File: config.mk
export PLATFORM = sky130hd
export DESIGN_NAME = uart_rx_fifo
export DESIGN_NICKNAME = d
export VERILOG_FILES = /design/src/rtl/uart_rx_fifo.sv
export SDC_FILE = /design/constraint.sdc
export NUM_CORES = 1
export LEC_CHECK = 0
export CAP_MARGIN = 20
export CORE_ASPECT_RATIO = 1.75
export CORE_UTILIZATION = 46
export CTS_BUF_LIST = sky130_fd_sc_hd__clkbuf_4
export CTS_CLUSTER_SIZE = 20
export DETAILED_ROUTE_END_ITERATION = 12
export DONT_BUFFER_PORTS = 1
export SYNTH_ARGS = -nofsm -noshare
export SYNTH_HDL_FRONTEND = slang
export SYNTH_SLANG_ARGS = --single-unit
File: constraint.sdc
create_clock -name clock -period 3.8 [get_ports clock]
set_input_delay 0.19 -clock clock [delete_from_list [all_inputs] [get_ports clock]]
set_output_delay 0.19 -clock clock [all_outputs]
set_load 0.01 [all_outputs]
File: src/rtl/uart_rx_fifo.sv
// uart_rx_fifo: receive buffer between the UART RX engine and the register bus.
// Stores each received character with its {break, framing, parity} status in a
// DEPTH-entry FIFO and offers a valid/ready dequeue port. It also produces the
// watermark, error-at-head and sticky overrun status for interrupt logic.
// Optional feature: define UART_RX_FIFO_TIMEOUT_EN to add io_div / io_ip_timeout,
// an idle-character timeout that fires after 4 character times with data pending.
module uart_rx_fifo #(
    parameter int unsigned DEPTH = 16,
    parameter int unsigned AW    = 4
) (
    input  logic          clock,
    input  logic          rst_n,
    input  logic          io_in_valid,
    input  logic [7:0]    io_in_bits,
    input  logic [2:0]    io_in_err,
    input  logic          io_deq_ready,
    output logic          io_deq_valid,
    output logic [7:0]    io_deq_bits,
    output logic [2:0]    io_deq_err,
    output logic [AW:0]   io_count,
    input  logic [AW:0]   io_rxwm,
    output logic          io_ip_rxwm,
    output logic          io_ip_err,
    output logic          io_overrun,
    input  logic          io_clr_overrun,
`ifdef UART_RX_FIFO_TIMEOUT_EN
    input  logic [15:0]   io_div,
    output logic          io_ip_timeout,
`endif
    input  logic          io_flush
);

    // Storage entry layout: {err[2:0], bits[7:0]}
    logic [10:0]  r_mem [DEPTH];
    logic [AW:0]  r_wr_ptr;
    logic [AW:0]  r_rd_ptr;
    logic         r_overrun;

    logic [AW:0]  w_count;
    logic         w_empty;
    logic         w_full;
    logic         w_push;
    logic         w_pop;
    logic         w_drop;
    logic [10:0]  w_head;

    // Occupancy and push/pop qualification derived from the pointer pair
    always_comb begin
        w_count = r_wr_ptr - r_rd_ptr;
        w_empty = (r_wr_ptr == r_rd_ptr);
        w_full  = (r_wr_ptr[AW] != r_rd_ptr[AW]) &&
                  (r_wr_ptr[AW-1:0] == r_rd_ptr[AW-1:0]);
        w_pop   = !w_empty && io_deq_ready;
        w_push  = io_in_valid && (!w_full || w_pop);
        w_drop  = io_in_valid && w_full && !w_pop;
        w_head  = r_mem[r_rd_ptr[AW-1:0]];
    end

    // Character storage; deliberately not reset, contents only meaningful when non-empty
    always_ff @(posedge clock) begin
        if (w_push && !io_flush) begin
            r_mem[r_wr_ptr[AW-1:0]] <= {io_in_err, io_in_bits};
        end
    end

    // Pointer update; flush has priority over any same-cycle push or pop
    always_ff @(posedge clock or negedge rst_n) begin
        if (!rst_n) begin
            r_wr_ptr <= '0;
            r_rd_ptr <= '0;
        end else if (io_flush) begin
            r_wr_ptr <= '0;
            r_rd_ptr <= '0;
        end else begin
            if (w_push) r_wr_ptr <= r_wr_ptr + 1'b1;
            if (w_pop)  r_rd_ptr <= r_rd_ptr + 1'b1;
        end
    end

    // Sticky overrun: a drop in the same cycle as a clear still sets the flag
    always_ff @(posedge clock or negedge rst_n) begin
        if (!rst_n) begin
            r_overrun <= 1'b0;
        end else if (io_flush) begin
            r_overrun <= 1'b0;
        end else if (w_drop) begin
            r_overrun <= 1'b1;
        end else if (io_clr_overrun) begin
            r_overrun <= 1'b0;
        end
    end

    // Dequeue port and interrupt status, all from registered state
    always_comb begin
        io_deq_valid = !w_empty;
        io_deq_bits  = w_head[7:0];
        io_deq_err   = w_head[10:8];
        io_count     = w_count;
        io_ip_rxwm   = (w_count > io_rxwm);
        io_ip_err    = !w_empty && (|w_head[10:8]);
        io_overrun   = r_overrun;
    end

`ifdef UART_RX_FIFO_TIMEOUT_EN
    logic [15:0]  r_baud_cnt;
    logic [5:0]   r_bit_cnt;
    logic         r_ip_timeout;
    logic         w_activity;
    logic         w_run;

    // Any push, pop or flush restarts the idle measurement
    always_comb begin
        w_activity = w_push || w_pop || io_flush;
        w_run      = !w_empty && !w_activity && (io_div != 16'd0);
    end

    // Idle timer: baud counter divides down to bit times, bit counter counts to 40
    always_ff @(posedge clock or negedge rst_n) begin
        if (!rst_n) begin
            r_baud_cnt   <= '0;
            r_bit_cnt    <= '0;
            r_ip_timeout <= 1'b0;
        end else if (w_activity || io_div == 16'd0) begin
            r_baud_cnt   <= io_div - 16'd1;
            r_bit_cnt    <= '0;
            r_ip_timeout <= 1'b0;
        end else if (w_run) begin
            if (r_baud_cnt == 16'd0) begin
                r_baud_cnt <= io_div - 16'd1;
                if (r_bit_cnt != 6'd40) begin
                    r_bit_cnt <= r_bit_cnt + 6'd1;
                    if (r_bit_cnt == 6'd39) r_ip_timeout <= 1'b1;
                end
            end else begin
                r_baud_cnt <= r_baud_cnt - 16'd1;
            end
        end
    end

    assign io_ip_timeout = r_ip_timeout;
`endif

endmodule

==> qor.txt <==
status: finished, final reports clean
worst path required time: 3.61 ns
synth unique cells: 33
Place WS: 1.061 ns
critical path class: reg2out
maximum root-to-sink buffer count: 2
routed vias/inst: 5.929
mux contribution to synthesized area: 15.76%
share of cells above drive strength 1: 28.18%
GP Congestion: 0.7438
max incr delay on CP: 0.55 ns
critical path cell sequence: buf_4 -> buf_4 -> mux4_2 -> nand2_1 -> and3_1 -> a31oi_1 -> o31a_1
RSZ-0062 raised after global routing: false
die width: 99.01 um
max-slew violation count: 0
leading cell type in the layout, fill and taps excluded: edfxtp_1
All-Layer GR Usage: 20.54%
Post-Synth Adder-Cell Area: 2.576%
DPL Wire Length: 10,380 um
core box area: 0.01603 mm^2
setup TNS: 0 ns
met1 usage: 23.50%
endpoints failing hold: 0
Post-CTS Setup Repair Bufs: 0
Routed Antenna Nets: 0
routed wire length per instance: 26.01 um
pwr dens: 473.8 mW/mm^2
Slew headroom: 61.45%
vias post-DR: 3,694
Final nets: 457
Cell Area, Synth: 0.007576 mm^2
CP max-delay cell: mux4_2
DR iter-0 viols: 266
die height: 171.8 um
largest net degree at the start of global routing: 35
Synthesized Nets: 409
leakage: 2.738 nW
Fmax: 305.5 MHz
Port Buffers: 0
worst hold path class: in2async
GRT Max-Usage Layer: met2
xor/xnor share of the synthesized area: 1.272%
TritonCTS Buffers: 17
first-pass GRT wire length: 24,160 um
Tot Pwr: 3.989 mW
CP Capture Type: output port
Worst Clk Skew: 0.02495 ns
Fillers: 1,302
Clock Latency Late Sink: 0.56 ns
Pre-antenna DRT Iters: 4
antenna violations before repair: 1
Final Util: 52.54%
GR Util met2: 37.00%
number of max-cap violations: 0
CTS tree: built
largest family of logic cells by synthesized area: multiplexers
Die ar.: 0.01701 mm^2
Area Overhead vs Synth: 11.15%
# setup viols final: 0
worst-margin pin slew: 0.5764 ns
final clock period utilization by the worst path: 86.15%
number of global-route vias before repair: 3,918
area used by multi-input combinational logic: 0.001884 mm^2
Period minus WS final: 3.274 ns
clk slew on worst S/H paths: 0.17 ns
register area share after synthesis: 73.39%
Worst VDD drop: 0.2035 mV
met3 GRT Util: 3.454%
Initial Util: 47.27%
num ports: 42
syn_area_per_cell: 20.37 um^2
grt total ovfl: 0
Most common cell on crit path: buf_4
H-Tree Depth: 4
Synth Instances: 372
Synth Area in Simple Gates: 3.402%
num rows: 61
CTS sink cnt: 187
Yosys warnings: 0
register area: 0.005563 mm^2
critical-path maximum fanout: 25
Worst EP arrival: 3.08 ns
FF+latch count, synth: 187
root buffer cell: clkbuf_4
Worst setup SP type: register
fin worst setup slack: 0.5263 ns
Synth Area in Compound Gates: 1.602%
wirelength, routed: 16,210 um
post-route DRC violation count: 0
commonest cells after routing, fill and taps aside: edfxtp_1 (176), mux4_2 (53), buf_4 (30), nor2_1 (24), clkbuf_4 (17)
## cells in the mapped netlist, drive strengths merged
cell type	n	area share, %
o21a	1	0.099
a21oi	7	0.46
o21ai	2	0.13
xnor2	7	0.81
xor2	4	0.46
edfxtp	176	70
inv	13	0.64
and4	1	0.12
a21o	2	0.20
a211oi	1	0.099
mux4	53	16
ha	14	2.3
o31a	2	0.23
nand2	14	0.69
clkbuf	7	0.35
o22a	1	0.12
buf	10	1.0
nand2b	2	0.17
nor2b	3	0.25
nor3	5	0.33
fa	1	0.26
or3	1	0.083
and2	1	0.083
and3	1	0.083
dfrtp	11	3.6
a21boi	1	0.099
nand4	5	0.41
nor2	24	1.2
a31oi	2	0.17
## cell families after synthesis
group | Yosys count
AOI/OAI and AO/OA | 19
and+or+nand+nor | 57
muxes | 53
buffers and inverters | 30
DFF | 187
xor gates and xnor gates | 11
adders and majority gates | 15
## report_power, final
group	leakage (nW)	switching, mW	total (mW)	internal [mW]
clock network	0.161	0.751	1.11	0.364
registers	1.73	0.0143	2.29	2.27
logic	0.843	0.307	0.589	0.282
total	2.74	1.07	3.99	2.92
## cell type report
class / count / area share (%)
Sequential cell: 187 / 66.06
Multi-Input combinational cell: 155 / 22.38
Timing Repair Buffer: 46 / 4.577
Tap cell: 189 / 2.808
Clock inverter: 15 / 2.051
Clock buffer: 17 / 1.516
Inverter: 13 / 0.5795
Antenna cell: 1 / 0.02972
## worst max-delay path: cells and delay by family (launching register included)
kind,cells,cell delay (ns)
simple gates,2,0.22
flops,1,0.40
compound gates,2,0.46
mux,1,0.55
buf+inv,2,0.86
## path summary, 6_finish.rpt
check	start	endpoint	slack [ns]	cells after the start
max in group asynchronous	rst_n	r_rd_ptr[1]	3.35	1
worst min-delay path	rst_n	r_rd_ptr[0]	0.04	1
worst max register to register	r_rd_ptr[1]	r_mem[6][5]	0.98	8
min in group clock	io_deq_ready	r_rd_ptr[1]	0.05	3
worst max-delay path	r_rd_ptr[0]	io_ip_err	0.53	7
worst min register to register	r_rd_ptr[4]	r_rd_ptr[4]	0.58	2
## layer usage
| metal | up-vias | wire, um |
|---|---|---|
| li1 | 1604 | - |
| met1 | 1937 | 6164 |
| met2 | 119 | 8815 |
| met3 | 34 | 677 |
| met4 | 0 | 549 |
| met5 | - | 0 |
## state kept, by name, summed over array words and instances (netlist names)
signal and count:
io_overrun 1, r_mem 176, r_rd_ptr 5, r_wr_ptr 5
## through the flow
step	instances	cell area (um^2)	hold WS, ns
final	623	8421	0.04249
after global routing	623	8421	0.01794
after CTS	622	8418	0.01036
after detailed placement	574	7958	-0.1053
after global placement	574	7958	-0.1053
after floorplan	372	7576	-0.1056
## timing repair
item,in CTS,in global routing
hold buffers,16,0
gates resized for setup,0,0
endpoints found under the hold margin,198,0
No activity file was read; power rests on OpenSTA's default activity.
